==> config.mk <==
export PLATFORM = sky130hd
export DESIGN_NAME = tone_sequencer_flat
export DESIGN_NICKNAME = d
export VERILOG_FILES = /design/src/rtl/tone_sequencer_if.sv /design/src/rtl/tone_sequencer.sv /design/src/flat_wrapper.sv
export SDC_FILE = /design/constraint.sdc
export NUM_CORES = 1
export LEC_CHECK = 0
export CAP_MARGIN = 10
export CORE_MARGIN = 1
export CORE_UTILIZATION = 58
export DETAILED_ROUTE_END_ITERATION = 7
export PLACE_DENSITY = 0.86
export SYNTH_ARGS = -nofsm -noshare
export SYNTH_HDL_FRONTEND = slang
export SYNTH_SLANG_ARGS = --single-unit
==> constraint.sdc <==
create_clock -name clk -period 10.5 [get_ports clk]
set_input_delay 1.05 -clock clk [delete_from_list [all_inputs] [get_ports clk]]
set_output_delay 1.05 -clock clk [all_outputs]
set_load 0.02 [all_outputs]
==> src/rtl/tone_sequencer_if.sv <==
// Pattern-load handshake between a pattern source and the tone sequencer.
// The source offers one 5-bit entry per accepted cycle (bit4 = rest,
// bits3:0 = pitch code) and may empty the stored pattern with load_clear.
interface tone_sequencer_if;
   logic       load_valid;
   logic [4:0] load_data;
   logic       load_ready;
   logic       load_clear;

   modport master (
      output load_valid,
      output load_data,
      output load_clear,
      input  load_ready
   );

   modport slave (
      input  load_valid,
      input  load_data,
      input  load_clear,
      output load_ready
   );
endinterface

==> src/rtl/tone_sequencer.sv <==
// Tone sequencer: stores up to STEPS note entries and plays them back one
// step every tempo ticks, driving pitch, gate and phase-reset strobes for a
// downstream waveform generator. Gate drops on the last tick of each step to
// articulate repeated notes; a rest entry keeps the gate low for its step.
module tone_sequencer #(
   parameter int STEPS   = 8,
   parameter int TEMPO_W = 16
) (
   input  logic                       clk,
   input  logic                       rst_n,
   input  logic                       ena,
   tone_sequencer_if.slave            ld,
   input  logic                       start,
   input  logic                       stop,
   input  logic                       loop,
   input  logic [TEMPO_W-1:0]         tempo,
   output logic [3:0]                 freq_sel,
   output logic                       gate,
   output logic                       note_start,
   output logic [$clog2(STEPS)-1:0]   step_idx,
   output logic                       busy,
   output logic                       done
);

   localparam int IW = $clog2(STEPS);
   localparam int LW = $clog2(STEPS + 1);
   localparam logic [TEMPO_W-1:0] ONE_T = TEMPO_W'(1);

   typedef enum logic {
      IDLE = 1'b0,
      PLAY = 1'b1
   } state_t;

   state_t             state_q, state_n;
   logic [LW-1:0]      len_q, len_n;
   logic [IW-1:0]      step_q, step_n;
   logic [TEMPO_W-1:0] tick_q, tick_n;
   logic [TEMPO_W-1:0] te_q, te_n;
   logic               done_n;

   logic [3:0]         freq_q;
   logic               gate_q;
   logic               note_q;
   logic               done_q;

   logic [4:0]         mem [STEPS];

   logic               accept;
   logic               last_tick;
   logic               last_step;
   logic               start_ok;
   logic [4:0]         entry_n;
   logic               gate_n;
   logic               note_n;

   // A tempo of zero would never terminate a step; treat it as one tick.
   function automatic logic [TEMPO_W-1:0] eff_tempo(input logic [TEMPO_W-1:0] t);
      return (t == '0) ? ONE_T : t;
   endfunction

   assign ld.load_ready = (state_q == IDLE) && (len_q < LW'(STEPS));
   assign accept        = ld.load_ready && ld.load_valid && !ld.load_clear;
   assign last_tick     = (tick_q == te_q - ONE_T);
   assign last_step     = ((LW'(step_q) + LW'(1)) == len_q);
   // Stop wins over start; a same-cycle clear leaves nothing to play.
   assign start_ok      = start && !stop && ena && !ld.load_clear && (len_q != '0);

   // Next-state logic for playback position, pattern length and completion.
   always_comb begin
      state_n = state_q;
      len_n   = len_q;
      step_n  = step_q;
      tick_n  = tick_q;
      te_n    = te_q;
      done_n  = 1'b0;
      case (state_q)
         IDLE: begin
            if (ld.load_clear) begin
               len_n = '0;
            end else if (accept) begin
               len_n = len_q + LW'(1);
            end
            if (start_ok) begin
               state_n = PLAY;
               step_n  = '0;
               tick_n  = '0;
               te_n    = eff_tempo(tempo);
            end
         end
         PLAY: begin
            if (stop) begin
               state_n = IDLE;
               step_n  = '0;
               tick_n  = '0;
            end else if (ena) begin
               if (last_tick) begin
                  tick_n = '0;
                  if (last_step) begin
                     step_n = '0;
                     if (!loop) begin
                        state_n = IDLE;
                        done_n  = 1'b1;
                     end
                  end else begin
                     step_n = step_q + IW'(1);
                  end
               end else begin
                  tick_n = tick_q + ONE_T;
               end
            end
         end
         default: state_n = IDLE;
      endcase
   end

   // Output values for the upcoming cycle, derived from the next position so
   // the registered outputs line up with the registered state.
   assign entry_n = mem[step_n];
   assign gate_n  = (state_n == PLAY) && !entry_n[4] &&
                    ((te_n == ONE_T) || (tick_n != te_n - ONE_T));
   assign note_n  = (state_n == PLAY) && !entry_n[4] && (tick_n == '0);

   // Sequencer FSM state, counters and registered outputs.
   always_ff @(posedge clk or negedge rst_n) begin
      if (!rst_n) begin
         state_q <= IDLE;
         len_q   <= '0;
         step_q  <= '0;
         tick_q  <= '0;
         te_q    <= ONE_T;
         freq_q  <= 4'd0;
         gate_q  <= 1'b0;
         note_q  <= 1'b0;
         done_q  <= 1'b0;
      end else begin
         state_q <= state_n;
         len_q   <= len_n;
         step_q  <= step_n;
         tick_q  <= tick_n;
         te_q    <= te_n;
         freq_q  <= (state_n == PLAY) ? entry_n[3:0] : 4'd0;
         gate_q  <= gate_n;
         note_q  <= note_n;
         done_q  <= done_n;
      end
   end

   // Pattern storage; contents are left as-is by reset.
   always_ff @(posedge clk) begin
      if (accept) begin
         mem[len_q[IW-1:0]] <= ld.load_data;
      end
   end

   // Disable silences the note strobes immediately, not one cycle later.
   assign freq_sel   = freq_q;
   assign gate       = gate_q & ena;
   assign note_start = note_q & ena;
   assign done       = done_q & ena;
   assign busy       = (state_q == PLAY);
   assign step_idx   = step_q;

endmodule

==> src/flat_wrapper.sv <==
// flat-port wrapper written by rule: the top's interface ports become plain ports
module tone_sequencer_flat 
#(
   parameter int STEPS   = 8,
   parameter int TEMPO_W = 16
)
  (clk, rst_n, ena, start, stop, loop, tempo, freq_sel, gate, note_start, step_idx, busy, done, ld_load_valid, ld_load_data, ld_load_clear, ld_load_ready);
  tone_sequencer_if ld_i ();
  input  logic clk;
  input  logic rst_n;
  input  logic ena;
  input  logic start;
  input  logic stop;
  input  logic loop;
  input  logic [TEMPO_W-1:0] tempo;
  output logic [3:0] freq_sel;
  output logic gate;
  output logic note_start;
  output logic [$clog2(STEPS)-1:0] step_idx;
  output logic busy;
  output logic done;
  input wire logic [$bits(ld_i.load_valid)-1:0] ld_load_valid;
  input wire logic [$bits(ld_i.load_data)-1:0] ld_load_data;
  input wire logic [$bits(ld_i.load_clear)-1:0] ld_load_clear;
  output wire logic [$bits(ld_i.load_ready)-1:0] ld_load_ready;
  assign ld_i.load_valid = ld_load_valid;
  assign ld_i.load_data = ld_load_data;
  assign ld_i.load_clear = ld_load_clear;
  assign ld_load_ready = ld_i.load_ready;
  tone_sequencer #(.STEPS(STEPS), .TEMPO_W(TEMPO_W)) u_core (.clk(clk), .rst_n(rst_n), .ena(ena), .ld(ld_i), .start(start), .stop(stop), .loop(loop), .tempo(tempo), .freq_sel(freq_sel), .gate(gate), .note_start(note_start), .step_idx(step_idx), .busy(busy), .done(done));
endmodule
Yosys cells after proc, flatten, opt, wreduce, memory -nomap -nowiden:

Memories as Yosys holds them, arrays and structs flattened.
Cells that the tools add are included.

* add/sub/neg operators: 6
* $lt $le $gt $ge: 1
* equality and inequality tests: 4
* mux-type cells: 32
* bitwise logic cells: 4
* reductions and logical operators: 19

Operators with widths (count)
* 16-bit 2-to-1 mux: 7
* 16-bit logical NOT: 2
* 16-bit case mux with 2 select lines: 1
* 16-bit by 1-bit subtractor with 16-bit output (second input constant): 2
* 16-bit by 1-bit adder with 16-bit output (second input constant): 1
* 16-bit by 1-bit == test with 1-bit output (second input constant): 1
* 16-bit == test: 1
* 16-bit != test: 1
* 3-bit 2-to-1 mux: 5
* 1-bit 2-to-1 mux: 14
* 4-bit 2-to-1 mux: 3
* 1-bit logical AND: 10
* 3-bit case mux with 2 select lines: 1
* 3-bit by 1-bit adder with 4-bit output (second input constant): 1
* 4-bit by 1-bit adder with 4-bit output (second input constant): 1
* 4-bit == test: 1
* 4-bit < comparator (second input constant): 1
* 4-bit nonzero test: 1
* 3-bit by 1-bit adder with 3-bit output (second input constant): 1
* 1-bit bitwise AND: 3
* 1-bit logical NOT: 3
* 1-bit case mux with 2 select lines: 1
* 2-bit AND reduction: 1
* 2-bit nonzero test: 1
* other kinds (2): 2

* register bits: 47
* RAM bits: 40
* input port bits: 29
* output and inout bits: 12
* logic and storage cells: 76
* memories: 1

Memories
* u_core.mem: words 8, bits a word 5, rd ports 1, clocked after memory_dff 0, write ports 1, line tone_sequencer.sv:46 `logic [4:0] mem [STEPS];`

Longest topological paths before layout:

* word-level depth: 11
* mapped depth: 18
* gate-level depth less buffers: 16

Worst setup path before layout:

Ideal clock, no wire load.

* kind: in2reg
* from: input port ld_load_clear
* to: register u_core.gate_q
* library setup time: 0.082 ns
* arrival time: 4.323 ns
* required time: 10.418 ns
* slack: 6.095 ns
* cell stages on the path: 14
* path buffers: 1
* cell sequence: nand4bb_1 -> nor3_1 -> clkbuf_1 -> mux2i_1 -> ha_1 -> o21ai_0 -> nor4_1 -> xnor2_1 -> or4b_2 -> nand4_1 -> nor4_1 -> nand4_1 -> nor4_1 -> a31oi_1

* word-level cells in the longest chain between the ends: 9
* elaborated cells between the ends (all ways): 19
* classes of those cells: add/sub (1); eq/ne (2); mux (8); reduce/logical (7); memory (1)

Ends and longest elaborated chain
* from (decl): line flat_wrapper.sv:24 `input wire logic [$bits(ld_i.load_clear)-1:0] ld_load_clear;`
* 1-bit logical NOT (*): line tone_sequencer.sv:66 `assign start_ok = start && !stop && ena && !ld.load_clear && (len_q != '0);`
* 1-bit logical AND (*) (2 in a row): line tone_sequencer.sv:66
* 16-bit 2-to-1 mux / 3-bit 2-to-1 mux (equally long branches): line tone_sequencer.sv:83 `if (start_ok) begin`
* 16-bit 2-to-1 mux / 3-bit case mux with 2 select lines (equally long branches): line tone_sequencer.sv:76 `case (state_q)`
* 16-bit by 1-bit subtractor with 16-bit output / memory 8 x 5 bit (equally long branches)
* 16-bit != test / 1-bit logical NOT (equally long branches): line tone_sequencer.sv:120, tone_sequencer.sv:119
* 1-bit logical OR / 1-bit logical AND (equally long branches): line tone_sequencer.sv:120, tone_sequencer.sv:119
* 1-bit logical AND (*): line tone_sequencer.sv:119 `assign gate_n = (state_n == PLAY) && !entry_n[4] &&`
* named net u_core.gate_n: line tone_sequencer.sv:53 `logic gate_n;`
* to (signal assigned): line tone_sequencer.sv:142 `gate_q <= gate_n;`
* to (decl): line tone_sequencer.sv:42 `logic gate_q;`

The timed path passes the listed nets; every way through them passes the cells marked *.
A chain may end at the register's enable or synchronous reset.

Worst setup path after layout:

* from: input port ena
* to: register u_core.gate_q

* word-level cells in the longest chain between the ends: 9
* elaborated cells between the ends (all ways): 25
* classes of those cells: add/sub (1); eq/ne (2); mux (14); reduce/logical (7); memory (1)

Ends and longest elaborated chain
* from (decl): line flat_wrapper.sv:11 `input logic ena;`
* 1-bit logical AND (*) (3 in a row): line tone_sequencer.sv:66
* 16-bit 2-to-1 mux (*): line tone_sequencer.sv:83
* 16-bit 2-to-1 mux (*): line tone_sequencer.sv:76
* named net u_core.te_n[13]: line tone_sequencer.sv:38 `logic [TEMPO_W-1:0] te_q, te_n;`
* 16-bit by 1-bit subtractor with 16-bit output: line tone_sequencer.sv:120 `((te_n == ONE_T) || (tick_n != te_n - ONE_T));`
* 16-bit != test: line tone_sequencer.sv:120
* 1-bit logical OR (*): line tone_sequencer.sv:120
* 1-bit logical AND (*): line tone_sequencer.sv:119
* named net u_core.gate_n: line tone_sequencer.sv:53

Marked as above.

==> flow_metrics.env <==
export IMPL_status="complete, but fails checks"
export IMPL_violations="design-rule violations"
export IMPL_final_max_slew_violation_count=0
export IMPL_regArea_um2=2380
export IMPL_vdd_drop_max_mv=0.0908
export IMPL_syn_avg_cell_area_um2=9.86
export IMPL_tightest_slew_ps=1260
export IMPL_first_global_vias=4474
export IMPL_post_cts_resized_instances=0
export IMPL_post_synth_top_area_fraction_pct=22.3
export IMPL_grt_pass1_wl_um=22700
export IMPL_post_cts_buffers=0
export IMPL_async_reset_ff_share_pct=54.0
export IMPL_netlist_top_cells_count="62 x nand2_1, 46 x dfrtp_1, 41 x mux2i_1"
export IMPL_gr_usage_all_layers_pct=30.6
export IMPL_p_per_area_nw_per_um2=162
export IMPL_hpwlAfterDp_um=10600
export IMPL_worstSetupStartpointType="input pin"
export IMPL_synth_top_cell_by_area="edfxtp_1"
export IMPL_p_leak_nw=2.36
export IMPL_numCtsBuffers=9
export IMPL_placed_area_um2=5840
export IMPL_cts_hold_buffers_added=0
export IMPL_hold_viol=0
export IMPL_grt_max_degree=48
export IMPL_cp_startpoint="ena"
export IMPL_cts_num_sinks=87
export IMPL_synth_edff_count=40
export IMPL_ys_types=69
export IMPL_wirelength_um=14200
export IMPL_die_area_um2=9690
export IMPL_worstReg2RegStart="u_core.te_q[4]"
export IMPL_min_delay_path_class="flop to flop"
export IMPL_synth_net_count=583
export IMPL_max_freq_mhz=192
export IMPL_stdcell_area_um2=6030
export IMPL_antenna_found_initial=0
export IMPL_fin_nets=616
export IMPL_die_w_um=98.4
export IMPL_crit_fanout=18
export IMPL_arrival_ps=5480
export IMPL_critPathRequiredTime_ps=10760
export IMPL_setup_viol=0
export IMPL_path_clk_slew_ps=90
export IMPL_syn_instance_count=547
export IMPL_drv_cap=0
export IMPL_cts_root_buf="clkbuf_8"
export IMPL_vias=4614
export IMPL_setup_tns_ps=0
export IMPL_synthMostInstantiatedCell="nand2_1"
export IMPL_syn_to_final_growth_pct=11.9
export IMPL_grt_ovfl_total=0
export IMPL_synth_cell_area_um2=5400
export IMPL_cp_end_kind="flop"
export IMPL_place_gp_congestion=0.983
export IMPL_nFillCells=693
export IMPL_rows=34
export IMPL_drive_gt1_share_pct=7.35
export IMPL_via_per_inst=6.66
export IMPL_first_pass_iters=7
export IMPL_die_h_um=98.4
export IMPL_dp_slack_ps=5030
export IMPL_synth_flop_cell="dfrtp_1"
export IMPL_ant_nets=0
export IMPL_clock_path_buffers=2
export IMPL_drt_iter0_markers=357
export IMPL_min_from="u_core.len_q[0]"
export IMPL_slew_headroom_pct=16.3
export IMPL_numPortBuffers=40
export IMPL_path_class="input pin to flop"
export IMPL_yosysSeqAreaShare_pct=44.1
export IMPL_design_core_area_um2=8850
export IMPL_finClkSkew_ps=10.5
export IMPL_start_util_pct=61.0
export IMPL_ys_warn_count=0
export IMPL_synth_seq_cells=87
export IMPL_cts_tree="done"
export IMPL_layout_setup_ws_ps=5280
export IMPL_clock_latency_ps=380
export IMPL_synth_area_leaders="edfxtp_1 22%, dfrtp_1 21%, mux2i_1 7.6%, xnor2_1 5.0%, nand2_1 4.3%"
export IMPL_period_minus_slack_ps=5220
export IMPL_antenna_cells=0
export IMPL_io_pins=41
export IMPL_period_share_pct=49.7
export IMPL_multi_input_area_um2=2830
export IMPL_ctsHtreeMaxLevel=3
export IMPL_rsz0062_at_grt="no"
export IMPL_fin_util_pct=68.2
export IMPL_wl_per_cell_um=20.5
export IMPL_drc=1
critical path, stage by stage:
cell,delay (ps)
clkdlybuf4s50_1,720
and4bb_2,390
nand3_1,660
mux2_2,580
nor4b_1,750
a311oi_1,200
nor3_1,220
o211ai_1,100
nor4_1,270
nand4_1,190
nor4_1,210
a31oi_1,110
metal layers:
metal	up-vias	routed length, µm	part of all wire, %	global-route usage (%)
li1	2093	-	-	-
met1	2227	5570	39	37.7
met2	241	7050	49	53.7
met3	53	1010	7.1	3.83
met4	0	610	4.3	14.7
met5	-	0	0	0
state kept, by name (all words and copies together) (netlist names):
register	flops
u_core.freq_sel	4
u_core.gate_q	1
u_core.len_q	4
u_core.note_q	1
u_core.mem	40
u_core.busy	1
u_core.te_q	16
u_core.done_q	1
u_core.step_idx	3
u_core.tick_q	16
area by class of cell:
type | instances | area share [%]
Clock buffer | 9 | 2.05
Timing Repair Buffer | 44 | 7.05
Tap cell | 108 | 2.24
Inverter | 19 | 1.18
Clock inverter | 7 | 1.24
Multi-Input combinational cell | 419 | 46.8
Sequential cell | 87 | 39.4
cells by family (layout without fill, tap and decap cells):
kind of cell / after synthesis / in the layout / synth area share [%]
AND/OR/NAND/NOR: 233 / 233 / 23.1
multiplexers: 46 / 46 / 8.65
XOR/XNOR: 45 / 45 / 7.56
AO/OA/AOI/OAI: 88 / 88 / 11.4
flip-flops: 87 / 87 / 44.1
buffers and inverters: 41 / 79 / 3.55
adder cells (fa/ha/maj): 7 / 7 / 1.62
report_power, final:
group / switching (mW) / internal [mW] / total, mW
Combinational: 0.183 / 0.135 / 0.318
Sequential: 0.0416 / 0.383 / 0.425
Clock: 0.142 / 0.0933 / 0.235
Total: 0.367 / 0.611 / 0.978
path summary, 6_finish.rpt:
check | to | slack (ps) | depth (start not counted)
max | u_core.gate_q | 5280 | 12
min | u_core.len_q[0] | 570 | 2
max reg2reg | u_core.note_q | 5540 | 12
min reg2reg | u_core.len_q[0] | 570 | 2
max in group asynchronous | u_core.len_q[0] | 9310 | 2
min in group asynchronous | u_core.te_q[10] | 760 | 2
metrics by stage:
step	instances	total power, mW	hold slack, ps
2_1_floorplan	547	0.654	495
3_3_place_gp	677	0.729	517
3_5_place_dp	677	0.740	541
4_1_cts	693	0.970	564
5_1_grt	693	1.02	627
6_report	693	0.978	567
layout by cell type, fill, tap and decap left out, types with 5 or more instances in the layout:
cell type        netlist  routed
nor3_1                22      22
xnor2_1               31      31
o21ai_1                5       5
nand3_1               23      23
clkdlybuf4s50_1        0      39
clkbuf_8               0       9
nand4_1               10      10
mux2_2                 5       5
dfrtp_1               46      46
a21oi_1               16      16
mux2i_1               41      41
inv_1                 17      17
nand2b_1               6       6
nor2_1                30      30
nand2_1               62      62
ha_1                   7       7
nor4_1                16      16
o31ai_1                6       6
and3_1                 7       7
or3_1                  9       9
edfxtp_1              40      40
o211ai_1               7       7
and2_1                 9       9
or4_1                  7       7
xor2_1                13      13
o21ai_0               18      18
Note: power is estimated with default switching activity, not from simulation.
